===== config.mk =====
export PLATFORM = sky130hd
export DESIGN_NAME = truth_table_sequencer
export DESIGN_NICKNAME = d
export VERILOG_FILES = /design/src/rtl/truth_table_pkg.sv /design/src/rtl/truth_table_sequencer_settle_timer.sv /design/src/rtl/truth_table_sequencer.sv
export SDC_FILE = /design/constraint.sdc
export NUM_CORES = 1
export LEC_CHECK = 0
export CORE_ASPECT_RATIO = 1.25
export CORE_UTILIZATION = 55
export CTS_BUF_LIST = sky130_fd_sc_hd__clkbuf_16
export CTS_CLUSTER_DIAMETER = 150
export DETAILED_ROUTE_END_ITERATION = 10
export PLACE_DENSITY = 0.83
export SETUP_SLACK_MARGIN = 0.3
export SYNTH_ARGS = -nofsm -noshare
export SYNTH_HDL_FRONTEND = slang
export SYNTH_HIERARCHICAL = 1
export SYNTH_SLANG_ARGS = --single-unit

===== constraint.sdc =====
create_clock -name clk -period 3.05 [get_ports clk]
set_clock_uncertainty 0.15 [all_clocks]
set_input_delay 0.4575 -clock clk [delete_from_list [all_inputs] [get_ports clk]]
set_output_delay 0.4575 -clock clk [all_outputs]
set_load 0.1 [all_outputs]

===== src/rtl/truth_table_pkg.sv =====
// Shared types and sizes for the truth-table sequencer.
// The sequencer walks the 3-input rows of a circuit and captures one output bit per row.
package truth_table_pkg;

  localparam int NUM_ROWS = 8;
  localparam int ROW_W    = 3;

  typedef enum logic [2:0] {
    IDLE,
    APPLY,
    SETTLE,
    SAMPLE,
    DONE
  } tt_state_e;

endpackage


===== src/rtl/truth_table_sequencer_settle_timer.sv =====
// Down-counter that measures how long each row is held before sampling.
// expired is high whenever the count has reached zero.
module settle_timer #(
  parameter int unsigned CNT_W = 8
) (
  input  logic             clk,
  input  logic             rst_n,
  input  logic             load,
  input  logic [CNT_W-1:0] load_val,
  input  logic             en,
  output logic             expired
);

  logic [CNT_W-1:0] count_q;
  logic [CNT_W-1:0] count_d;

  // The count saturates at zero, so a stray enable cannot wrap it around.
  always_comb begin
    count_d = count_q;
    if (load) begin
      count_d = load_val;
    end else if (en && (count_q != '0)) begin
      count_d = count_q - 1'b1;
    end
  end

  always_ff @(posedge clk or negedge rst_n) begin
    if (!rst_n) begin
      count_q <= '0;
    end else begin
      count_q <= count_d;
    end
  end

  assign expired = (count_q == '0);

endmodule


===== src/rtl/truth_table_sequencer.sv =====
// Drives in1/in2/in3 through all eight rows, samples dut_out after each settle window,
// and compares the captured truth table against EXPECTED.
module truth_table_sequencer
  import truth_table_pkg::*;
#(
  parameter int unsigned SETTLE_CYCLES = 16,
  parameter int unsigned CNT_W         = 8,
  parameter logic [7:0]  EXPECTED      = 8'hBC
) (
  input  logic       clk,
  input  logic       rst_n,
  input  logic       start,
  input  logic       abort,
  input  logic       dut_out,
  output logic       in1,
  output logic       in2,
  output logic       in3,
  output logic [2:0] row_idx,
  output logic       busy,
  output logic       done,
  output logic       pass,
  output logic [7:0] table_out
);

  localparam logic [ROW_W-1:0] LAST_ROW = ROW_W'(NUM_ROWS - 1);
  localparam logic [CNT_W-1:0] SETTLE_LOAD = CNT_W'(SETTLE_CYCLES - 1);

  tt_state_e        state_q, state_d;
  logic [ROW_W-1:0] row_q, row_d;
  logic [ROW_W-1:0] in_q, in_d;
  logic             busy_q, busy_d;
  logic             done_q, done_d;
  logic             pass_q, pass_d;
  logic [7:0]       table_q, table_d;

  logic             timer_load;
  logic             timer_en;
  logic             timer_expired;
  logic [ROW_W-1:0] sample_idx;

  settle_timer #(
    .CNT_W(CNT_W)
  ) u_settle_timer (
    .clk     (clk),
    .rst_n   (rst_n),
    .load    (timer_load),
    .load_val(SETTLE_LOAD),
    .en      (timer_en),
    .expired (timer_expired)
  );

  // Row 0 lands in the MSB of the table.
  assign sample_idx = LAST_ROW - row_q;

  always_comb begin
    state_d    = state_q;
    row_d      = row_q;
    in_d       = in_q;
    busy_d     = busy_q;
    done_d     = done_q;
    pass_d     = pass_q;
    table_d    = table_q;
    timer_load = 1'b0;
    timer_en   = 1'b0;

    if (abort) begin
      state_d = IDLE;
      busy_d  = 1'b0;
      done_d  = 1'b0;
      pass_d  = 1'b0;
      in_d    = '0;
    end else begin
      case (state_q)
        IDLE, DONE: begin
          if (start) begin
            state_d = APPLY;
            row_d   = '0;
            table_d = '0;
            done_d  = 1'b0;
            pass_d  = 1'b0;
            busy_d  = 1'b1;
          end
        end
        APPLY: begin
          in_d       = row_q;
          timer_load = 1'b1;
          state_d    = SETTLE;
        end
        SETTLE: begin
          if (timer_expired) begin
            state_d = SAMPLE;
          end else begin
            timer_en = 1'b1;
          end
        end
        SAMPLE: begin
          table_d[sample_idx] = dut_out;
          // Verdict uses the table including the bit captured on this edge.
          if (row_q == LAST_ROW) begin
            state_d = DONE;
            busy_d  = 1'b0;
            done_d  = 1'b1;
            pass_d  = (table_d == EXPECTED);
          end else begin
            row_d   = row_q + 1'b1;
            state_d = APPLY;
          end
        end
        default: begin
          state_d = IDLE;
        end
      endcase
    end
  end

  always_ff @(posedge clk or negedge rst_n) begin
    if (!rst_n) begin
      state_q <= IDLE;
      row_q   <= '0;
      in_q    <= '0;
      busy_q  <= 1'b0;
      done_q  <= 1'b0;
      pass_q  <= 1'b0;
      table_q <= '0;
    end else begin
      state_q <= state_d;
      row_q   <= row_d;
      in_q    <= in_d;
      busy_q  <= busy_d;
      done_q  <= done_d;
      pass_q  <= pass_d;
      table_q <= table_d;
    end
  end

  assign in1       = in_q[2];
  assign in2       = in_q[1];
  assign in3       = in_q[0];
  assign row_idx   = row_q;
  assign busy      = busy_q;
  assign done      = done_q;
  assign pass      = pass_q;
  assign table_out = table_q;

endmodule


==> run_results.csv <==
group,metric,value,unit
status,outcome,"complete, no violations",
worst_setup_path,crit_arrival,2.59,ns
pwr,power_density,621,nW/µm²
global_route,antenna_found_initial,0,
pwr,p_leak,0.867,nW
die,ios,22,
worst_setup_path,critPathCaptureType,"flip-flop",
logic_synthesis,synth_area_leaders,"dfrtp_1 (40%), a21oi_1 (4.3%), ha_1 (2.9%)",
routing,avgViaCountPerCell,6.37,
worst_setup_path,crit_type,"flip-flop to flip-flop",
cells_and_area,syn2layout_area_growth,13.6,%
placement,portBuffers,21,
routing,vias,1536,
cells_and_area,fillers,236,
die,start_util,58.8,%
timing,max_freq,386,MHz
worst_setup_path,r2r-start,"u_settle_timer/count_q[0]$_DFFE_PN0P_",
worst_setup_path,path_cells,"inv_1 -> ha_1 -> or3b_2 -> nor2_1 -> nor3b_1 -> or3b_1 -> o311a_1 -> a221o_1",
die,fp.coreArea,2970,µm²
timing,hold_viol,0,
placement,post-place-ws,0.360,ns
logic_synthesis,synth_cell_types,54,
logic_synthesis,yosysSeqAreaShare,40.1,%
logic_synthesis,synth_edf_count,0,
timing,fin_ws,0.460,ns
worst_hold_path,hold_path.class,"flip-flop to flip-flop",
worst_setup_path,r2r.worst_path.cells,8,
routing,postRouteWirelength,3.97,mm
die,die_w,52.4,µm
worst_setup_path,required,3.05,ns
clock_network,cts.path.max_buffers,2,
worst_setup_path,start_kind,"flip-flop",
timing,tightestPinTransition,0.626,ns
global_route,grt_max_degree,29,
placement,routabilityCongestion,0.844,
worst_setup_path,ff2ff_setup_slack,0.46,ns
routing,initialDrtViolationCount,80,
die,dieArea,3410,µm²
routing,drtAntennaViolNets,0,
flow_run,max-cap-violations,0,
global_route,track_usage,26.1,%
timing,period_share,84.9,%
global_route,grt_pass1_wl,6.71,mm
die,rows,22,
routing,firstDrtPassIters,4,
clock_network,cts-htree-levels,1,
clock_network,cts_buffers,3,
cells_and_area,stdcell_area,1990,µm²
pwr,peakVddDrop,0.455,mV
logic_synthesis,synth.avg_cell_area,9.66,µm²
worst_setup_path,cp_max_fo,6,
timing,max_slew_margin,57.9,%
clock_network,ctsHoldBuffers,0,
cells_and_area,fin_nets,215,
logic_synthesis,ys_seq_elements,28,
die,die_h,65.1,µm
placement,post-dp-hpwl,2.77,mm
clock_network,clkTransAtPathRegs,0.07,ns
cells_and_area,seqCellArea,701,µm²
clock_network,post_cts_resized,0,
global_route,grt-ovfl-total,0,
worst_setup_path,r2r-end,"u_settle_timer/count_q[7]$_DFFE_PN0P_",
worst_hold_path,hold_path_end,"pass$_DFFE_PN0P_",
clock_network,clockRootBuffer,"clkbuf_16",
cells_and_area,multi_input_area,927,µm²
cells_and_area,diodes,0,
routing,wl_per_cell,16.5,µm
worst_hold_path,hold_start,"pass$_DFFE_PN0P_",
logic_synthesis,ys_warn_count,6,
timing,finalSetupViolCount,0,
logic_synthesis,synth_top_cell_by_area,"dfrtp_1",
global_route,first_global_vias,1534,
worst_setup_path,crit_start,"u_settle_timer/count_q[0]$_DFFE_PN0P_",
logic_synthesis,async_reset_ff_share,100,%
timing,rsz0062_at_grt,"no",
logic_synthesis,syn_area,1750,µm²
logic_synthesis,synth_top_area_share,40.1,%
worst_setup_path,cp_slowest_cell,"or3b_1",
routing,drc,0,
clock_network,cts_tree,"built",
worst_setup_path,worst_path_largest_cell_delay,0.46,ns
logic_synthesis,ys.flop_type,"dfrtp_1",
cells_and_area,drive_above_1_share,18.0,%
worst_hold_path,hold_path_depth,2,
placement,placedInstanceArea,1910,µm²
timing,maxSlewViolCount,0,
logic_synthesis,post_synth_inst_count,181,
timing,holdWs,0.351,ns
clock_network,clock_sinks,28,
timing,fin_crit,2.59,ns
timing,timing.setup.tns,0,ns
clock_network,post_cts_buffers,0,
clock_network,clkLatencyLatePin,0.26,ns
[synth_stat cells (3+ instances only)]
| cell type | instances |
|---|---|
| dfrtp_1 | 28 |
| a21oi_1 | 15 |
| inv_1 | 9 |
| ha_1 | 4 |
| mux2i_1 | 3 |
| o31ai_1 | 3 |
| nand3b_1 | 6 |
| o22ai_1 | 7 |
| or2_2 | 3 |
| or3b_2 | 4 |
| nand2_1 | 10 |
| a22o_1 | 4 |
| nor4_1 | 3 |
| a211oi_1 | 3 |
| clkbuf_8 | 3 |
| nor2_1 | 10 |
| or3b_1 | 3 |
| nor3b_1 | 4 |
| or4_1 | 3 |
| nand3_1 | 3 |
| nor3_1 | 6 |
| buf_6 | 4 |
[metal layers]
layer | global-route usage [%] | part of all wire (%)
met5 | 0 | 0
met4 | 12.2 | 2.7
met3 | 1.88 | 4.0
met2 | 47.0 | 53
met1 | 30.3 | 40
[where the power goes]
part | internal (mW) | switching (mW) | leakage (nW)
registers | 0.436 | 0.100 | 0.372
clock network | 0.176 | 0.123 | 0.0385
logic | 0.163 | 0.235 | 0.457
[cell families (layout without fill, tap and decap cells)]
group           Yosys count  in the layout  share of synthesized area (%)
simple gates             68             68                           24.0
xor+xnor                  1              1                          0.501
other cells               2              8                          0.429
compound gates           52             52                           21.0
fa+ha+maj                 4              4                           2.86
mux                       5              5                           3.00
buf+inv                  21             39                           8.23
flops                    28             28                           40.1
[final cells by class]
class | instances | share of cell area (%)
Clock buffer | 3 | 3.78
Clock inverter | 1 | 0.189
Inverter | 10 | 1.89
Multi-Input combinational cell | 138 | 46.7
Sequential cell | 28 | 35.3
Tap cell | 36 | 2.27
Timing Repair Buffer | 25 | 9.95
[flip-flops by register name, indices dropped and copies added, names as in the netlist]
register                flops
u_settle_timer/count_q      8
row_idx                     3
pass                        1
in_q                        3
done                        1
busy                        1
table_out                   8
state_q                     3
[worst max path at each step]
stage / end / slack, ns / depth (start not counted)
3_5_place_dp: u_settle_timer/count_q[7]$_DFFE_PN0P_ / 0.36 / 6
5_1_grt: u_settle_timer/count_q[3]$_DFFE_PN0P_ / 0.30 / 8
2_1_floorplan: u_settle_timer/count_q[7]$_DFFE_PN0P_ / 0.49 / 8
6_report: u_settle_timer/count_q[7]$_DFFE_PN0P_ / 0.46 / 8
3_3_place_gp: u_settle_timer/count_q[7]$_DFFE_PN0P_ / 0.42 / 6
4_1_cts: u_settle_timer/count_q[7]$_DFFE_PN0P_ / 0.49 / 8
[per-stage QoR]
step / util (%) / cells / power (mW)
after global placement: 64.2 / 237 / 0.906
after CTS: 66.8 / 241 / 1.23
after detailed placement: 64.2 / 237 / 0.936
after global routing: 66.8 / 241 / 1.30
after floorplan: - / 187 / 0.847
final: 66.8 / 241 / 1.23
[critical path, delay by kind of cell (launching register included)]
| family | cells | cell delay (ns) |
|---|---|---|
| compound gates | 2 | 0.57 |
| fa+ha+maj | 1 | 0.24 |
| buf+inv | 1 | 0.10 |
| flops | 1 | 0.39 |
| simple gates | 4 | 1.04 |
[cell usage in the layout, fill, tap and decap left out, drive strengths merged, types with 4 or more instances in the layout]
cell | synthesis | routed
dfrtp | 28 | 28
buf | 6 | 21
a21oi | 15 | 15
nand2 | 10 | 10
nor2 | 10 | 10
inv | 9 | 9
conb | 2 | 8
o22ai | 7 | 7
or3b | 7 | 7
nand3b | 6 | 6
nor3 | 6 | 6
nor3b | 5 | 5
a22o | 4 | 4
ha | 4 | 4
clkdlybuf4s50 | 0 | 4
No activity file was read; power rests on OpenSTA's default activity.
